$ cat src/rtl/hc_down_counter_cascade_pkg.sv
// rtl/hc_down_counter_cascade_pkg.sv - shared constants for the cascaded down-counter
//
// Purpose: slice geometry and the slice values that drive the borrow
//          chain and the wrap through zero.
// Ports:   none (package).
package hc_pkg;

  localparam int         SLICE_W    = 4;
  localparam logic [3:0] SLICE_ZERO = 4'h0;
  localparam logic [3:0] SLICE_MAX  = 4'hF;

  // A slice lends a borrow upward only when it is enabled and already at zero.
  function automatic logic slice_borrow(input logic ent, input logic [SLICE_W-1:0] value);
    return ent & (value == SLICE_ZERO);
  endfunction

endpackage

$ cat src/rtl/hc_down_counter_cascade_if.sv
// rtl/hc_down_counter_cascade_if.sv - control/data bundle of the cascaded down-counter
//
// Purpose: groups the load/enable controls, load value and counter status.
// Signals: n_ld (active-low load), enp (parallel enable), ent (trickle enable),
//          in[W-1:0] (load value), out[W-1:0] (count), bo (borrow out),
//          zero (out == 0), uf (sticky underflow).
// Modports: master drives controls and observes status; slave is the counter.
interface hc_down_counter_cascade_if #(
  parameter int NIBBLES = 4
);

  localparam int W = 4 * NIBBLES;

  logic         n_ld;
  logic         enp;
  logic         ent;
  logic [W-1:0] in;
  logic [W-1:0] out;
  logic         bo;
  logic         zero;
  logic         uf;

  modport master (
    output n_ld, enp, ent, in,
    input  out, bo, zero, uf
  );

  modport slave (
    input  n_ld, enp, ent, in,
    output out, bo, zero, uf
  );

endinterface

$ cat src/rtl/hc_down_counter_cascade_slice.sv
// rtl/hc_down_counter_cascade_slice.sv - one 4-bit presettable down-counting slice
//
// Purpose: models a single 4-bit down-counter IC of the cascade.
// Ports:   clk (rising edge), rst (async, active high), n_ld (active-low
//          synchronous load), enp (parallel enable), ent (trickle enable),
//          in[3:0] (load value), out[3:0] (slice count), bo (borrow out,
//          combinational: ent & out == 0).
module hc_down_slice
  import hc_pkg::*;
(
  input  logic               clk,
  input  logic               rst,
  input  logic               n_ld,
  input  logic               enp,
  input  logic               ent,
  input  logic [SLICE_W-1:0] in,
  output logic [SLICE_W-1:0] out,
  output logic               bo
);

  logic [SLICE_W-1:0] cnt_q;

  always_ff @(posedge clk or posedge rst) begin
    if (rst) begin
      cnt_q <= SLICE_ZERO;
    end else if (!n_ld) begin
      cnt_q <= in;
    end else if (enp && ent) begin
      // Wrap is spelled out so the 0 -> F step is explicit in the slice.
      if (cnt_q == SLICE_ZERO) begin
        cnt_q <= SLICE_MAX;
      end else begin
        cnt_q <= cnt_q - 4'd1;
      end
    end
  end

  assign out = cnt_q;
  assign bo  = slice_borrow(ent, cnt_q);

endmodule

$ cat src/rtl/hc_down_counter_cascade.sv
// rtl/hc_down_counter_cascade.sv - presettable down-counter built from cascaded 4-bit slices
//
// Purpose: W = 4*NIBBLES bit synchronous down-counter with ripple-borrow
//          enable chain, combinational borrow/zero and a sticky underflow flag.
// Ports:   clk (rising edge), rst (async, active high), bus (slave modport:
//          n_ld, enp, ent, in in; out, bo, zero, uf out).
module hc_down_counter_cascade
  import hc_pkg::*;
#(
  parameter int NIBBLES = 4
) (
  input  logic                      clk,
  input  logic                      rst,
  hc_down_counter_cascade_if.slave  bus
);

  localparam int W = SLICE_W * NIBBLES;

  // ent_chain[i] is the trickle enable of slice i; ent_chain[NIBBLES] is the
  // borrow out of the top slice, i.e. ent & (count == 0).
  logic [NIBBLES:0] ent_chain;
  logic [W-1:0]     cnt;
  logic             uf_q;

  assign ent_chain[0] = bus.ent;

  for (genvar i = 0; i < NIBBLES; i++) begin : g_slice
    hc_down_slice u_slice (
      .clk  (clk),
      .rst  (rst),
      .n_ld (bus.n_ld),
      .enp  (bus.enp),
      .ent  (ent_chain[i]),
      .in   (bus.in[i*SLICE_W +: SLICE_W]),
      .out  (cnt[i*SLICE_W +: SLICE_W]),
      .bo   (ent_chain[i+1])
    );
  end

  // Only a real decrement out of zero counts as underflow; load clears it.
  always_ff @(posedge clk or posedge rst) begin
    if (rst) begin
      uf_q <= 1'b0;
    end else if (!bus.n_ld) begin
      uf_q <= 1'b0;
    end else if (bus.enp && bus.ent && (cnt == '0)) begin
      uf_q <= 1'b1;
    end
  end

  assign bus.out  = cnt;
  assign bus.bo   = ent_chain[NIBBLES];
  assign bus.zero = (cnt == '0);
  assign bus.uf   = uf_q;

endmodule

$ cat src/flat_wrapper.sv
// flat-port wrapper written by rule: the top's interface ports become plain ports
module hc_down_counter_cascade_flat import hc_pkg::*;
#(
  parameter int NIBBLES = 4
)
  (clk, rst, bus_n_ld, bus_enp, bus_ent, bus_in, bus_out, bus_bo, bus_zero, bus_uf);
  hc_down_counter_cascade_if #(.NIBBLES(NIBBLES)) bus_i ();
  input  logic clk;
  input  logic rst;
  input wire logic [$bits(bus_i.n_ld)-1:0] bus_n_ld;
  input wire logic [$bits(bus_i.enp)-1:0] bus_enp;
  input wire logic [$bits(bus_i.ent)-1:0] bus_ent;
  input wire logic [$bits(bus_i.in)-1:0] bus_in;
  output wire logic [$bits(bus_i.out)-1:0] bus_out;
  output wire logic [$bits(bus_i.bo)-1:0] bus_bo;
  output wire logic [$bits(bus_i.zero)-1:0] bus_zero;
  output wire logic [$bits(bus_i.uf)-1:0] bus_uf;
  assign bus_i.n_ld = bus_n_ld;
  assign bus_i.enp = bus_enp;
  assign bus_i.ent = bus_ent;
  assign bus_i.in = bus_in;
  assign bus_out = bus_i.out;
  assign bus_bo = bus_i.bo;
  assign bus_zero = bus_i.zero;
  assign bus_uf = bus_i.uf;
  hc_down_counter_cascade #(.NIBBLES(NIBBLES)) u_core (.clk(clk), .rst(rst), .bus(bus_i));
endmodule
$ cat config.mk
export PLATFORM = sky130hd
export DESIGN_NAME = hc_down_counter_cascade_flat
export DESIGN_NICKNAME = d
export VERILOG_FILES = /design/src/rtl/hc_down_counter_cascade_pkg.sv /design/src/rtl/hc_down_counter_cascade_if.sv /design/src/rtl/hc_down_counter_cascade_slice.sv /design/src/rtl/hc_down_counter_cascade.sv /design/src/flat_wrapper.sv
export SDC_FILE = /design/constraint.sdc
export NUM_CORES = 1
export LEC_CHECK = 0
export ABC_AREA = 0
export BUFFER_PORTS_ARGS = -buffer_cell sky130_fd_sc_hd__buf_2
export CAP_MARGIN = 20
export CORE_MARGIN = 2
export CORE_UTILIZATION = 45
export CTS_BUF_LIST = sky130_fd_sc_hd__clkbuf_8
export CTS_CLUSTER_DIAMETER = 120
export DETAILED_ROUTE_END_ITERATION = 8
export GPL_ROUTABILITY_DRIVEN = 0
export PLACE_DENSITY = 0.77
export SLEW_MARGIN = 25
export SYNTH_ARGS = -nofsm -noshare
export SYNTH_HDL_FRONTEND = slang
export SYNTH_SLANG_ARGS = --single-unit
$ cat constraint.sdc
create_clock -name clk -period 1.6 [get_ports clk]
set_input_delay 0.24 -clock clk [delete_from_list [all_inputs] [get_ports clk]]
set_output_delay 0.24 -clock clk [all_outputs]
set_load 0.05 [all_outputs]
==> impl_metrics.yaml <==
setup_path:
  arrival_ns: 1.85
  path_class: "flip-flop to output port"
  crit_path_end_kind: "output port"
  setup.worst_path.start_class: "flip-flop"
  crit_required_ns: 1.36
  cp_max_fo: 2
power_and_ir_drop:
  vdd.ir_drop.worst_mv: 0.673
  power.density_nw_per_um2: 790
  leakage_nw: 0.885
die:
  rows: 17
  core_sq_um: 2210
  die_x_um: 52.5
  die_area_sq_um: 2750
  ios: 40
  die_height_um: 52.5
  initial_core_util_pct: 47.8
finish:
  fillers: 139
  multi_input_area_sq_um: 682
  fin_util_pct: 79.8
  layout-area-overhead-vs-synth_pct: 66.9
  regArea_sq_um: 433
  drive_gt1_share_pct: 58.2
  diodes: 0
  fin_nets: 215
drt:
  drt-total-wl_um: 3280
  route.met2.wl_um: 1700
  num_vias: 1154
  top_layer_used: "met4"
  drtIter0Drc: 19
  drt_pass1_iterations: 4
  wl_met1_um: 1380
  antenna_left: 0
  drt_drc_violations_left: 0
  wl_met3_um: 125
  wl_per_cell_um: 15.1
  vias_per_cell: 5.32
timing:
  min_period_ns: 2.09
  grt_setup_unrepaired: "yes"
  drv_slew: 0
  fin_worst_skew_ns: 0.00635
  setup_viol: 10
  period_share_pct: 131
  worst_slack_ns: -0.489
  slew_headroom_pct: 53.3
  max_freq_ghz: 0.479
  finalHoldViolCount: 0
  tightest_slew_ns: 0.700
synthesis:
  yosysTopAreaCell: "dfrtp_1"
  synthCells: 115
  synth_fp_nets: 140
  syn_area_per_cell_sq_um: 9.19
  synth_seq_cells: 17
  synthDominantCellAreaShare_pct: 40.2
  synthArstFlopShare_pct: 100
  synth.area.top_cells: "dfrtp_1, inv_1, a21oi_1, ha_1, nor2_1"
  ys_types: 34
  ys_seq_area_share_pct: 40.2
  yosys.cell_count.top_type: "dfrtp_1"
  synth-warning-count: 0
  synth_common_cells: "dfrtp_1, inv_1, nor2_1"
  syn-cell-area_sq_um: 1060
  synthFlopType: "dfrtp_1"
  synth_edf_count: 0
cts:
  htree_levels: 1
  cts_tree: "built"
  insertion_delay_ns: 0.26
  path_clk_slew_ns: 0.07
  cts_root_buf: "clkbuf_8"
  clock-sinks: 17
  numCtsBuffers: 3
  cts_buffer_depth: 2
  hold_buffers: 0
flow_run:
  cap_violations: 0
placed_design:
  dpl.hpwl_um: 2210
  pre_cts_slack_ns: -0.280
  port_buffers: 39
grt:
  grt_max_degree: 21
  track_usage_pct: 26.0
  grt_pass1_wl_um: 5190
  grt_antenna_before_repair: 0
  overflow: 0
  grt_pass1_vias: 1182
status:
  outcome: "complete, but fails checks"
  failed_checks: "negative setup slack"
hold_path:
  holdCritPathClass: "primary input to asynchronous set/reset pin"
-- metrics by stage --
stage	TNS (ns)	power [W]	std cells	instance area, sq um	hold WS, ns
2_1_floorplan	-2.12	0.000828	115	1110	0.166
3_3_place_gp	-0.564	0.000993	207	1550	0.364
3_5_place_dp	-0.981	0.00101	207	1550	0.380
4_1_cts	-1.59	0.00137	215	1720	0.105
5_1_grt	-2.83	0.00145	217	1760	0.149
6_report	-1.65	0.00139	217	1760	0.0832
-- area by class of cell --
class / instances / area share (%)
multi-input cells: 78 / 38.7
repair buffers: 75 / 29.1
flip-flops and latches: 17 / 24.5
inverters: 15 / 3.19
clock buffers: 3 / 2.34
well taps: 28 / 1.99
clock inverters: 1 / 0.213
-- cell usage in the layout, fill, tap and decap left out, types with 3 or more instances in the layout --
cell      Yosys  final
buf_2         1     37
nand4_1       3      3
inv_1        15     10
nor2_1       12     12
dfrtp_1      17     11
buf_4         0     31
inv_2         0      6
nor3b_4       2      3
ha_4          0      3
a31oi_1       4      4
a21oi_1      11     11
buf_6         0      4
clkbuf_8      0      3
xnor2_2       0      3
dfrtp_2       0      6
-- layer usage --
layer	up-vias	track usage, %
met5	-	0
met1	556	31.1
met4	0	10.7
li1	552	-
met3	9	4.86
met2	37	45.2
-- kinds of logic (layout without fill, tap and decap cells) --
kind of cell             count (synthesis)  in the layout  synth area share, %
AND/OR/NAND/NOR                         34             34                 19.9
multiplexers                             5              5                 5.09
AO/OA/AOI/OAI                           28             28                 17.0
adder cells (fa/ha/maj)                  4              4                 4.73
buffers and inverters                   20             94                 7.22
XOR/XNOR                                 7              7                 5.80
flip-flops                              17             17                 40.2
-- state kept, by name, summed over array words and instances (netlist names) --
name                        flops
u_core.g_slice.u_slice.out     16
u_core.bus.uf                   1
-- path summary, 6_finish.rpt --
check                      cells past startpoint  slack (ns)                             start                               end
setup reg to reg                               8       -0.14  u_core.g_slice[1].u_slice.out[0]  u_core.g_slice[3].u_slice.out[0]
hold reg to reg                                1        0.52                     u_core.bus.uf                     u_core.bus.uf
min in group clk                               3        0.21                         bus_in[3]  u_core.g_slice[0].u_slice.out[3]
max in group asynchronous                      2        1.02                               rst  u_core.g_slice[2].u_slice.out[1]
hold / removal                                 2        0.08                               rst                     u_core.bus.uf
setup / recovery                               7       -0.49  u_core.g_slice[2].u_slice.out[0]                            bus_bo
-- what timing repair did --
item,in CTS,in global routing
endpoints found under the setup margin,10,15
pin swaps,8,8
setup buffers,6,3
endpoints found under the hold margin,0,0
resized for setup,19,6
-- critical path, stage by stage, from the launching register on --
cell and delay (ns):
dfrtp_2 0.41, inv_2 0.08, ha_4 0.13, nor3b_4 0.22, nand3_2 0.15, nor4b_4 0.26
and2_4 0.19, buf_8 0.14
-- where the power goes --
group | internal [W] | leakage [nW] | switching (W) | total (W)
Clock | 0.000171 | 0.0269 | 0.000164 | 0.000335
Combinational | 0.000219 | 0.668 | 0.000326 | 0.000545
Sequential | 0.000472 | 0.191 | 0.0000405 | 0.000513
Total | 0.000862 | 0.885 | 0.000531 | 0.00139
Power figures use the tool's default switching activity.
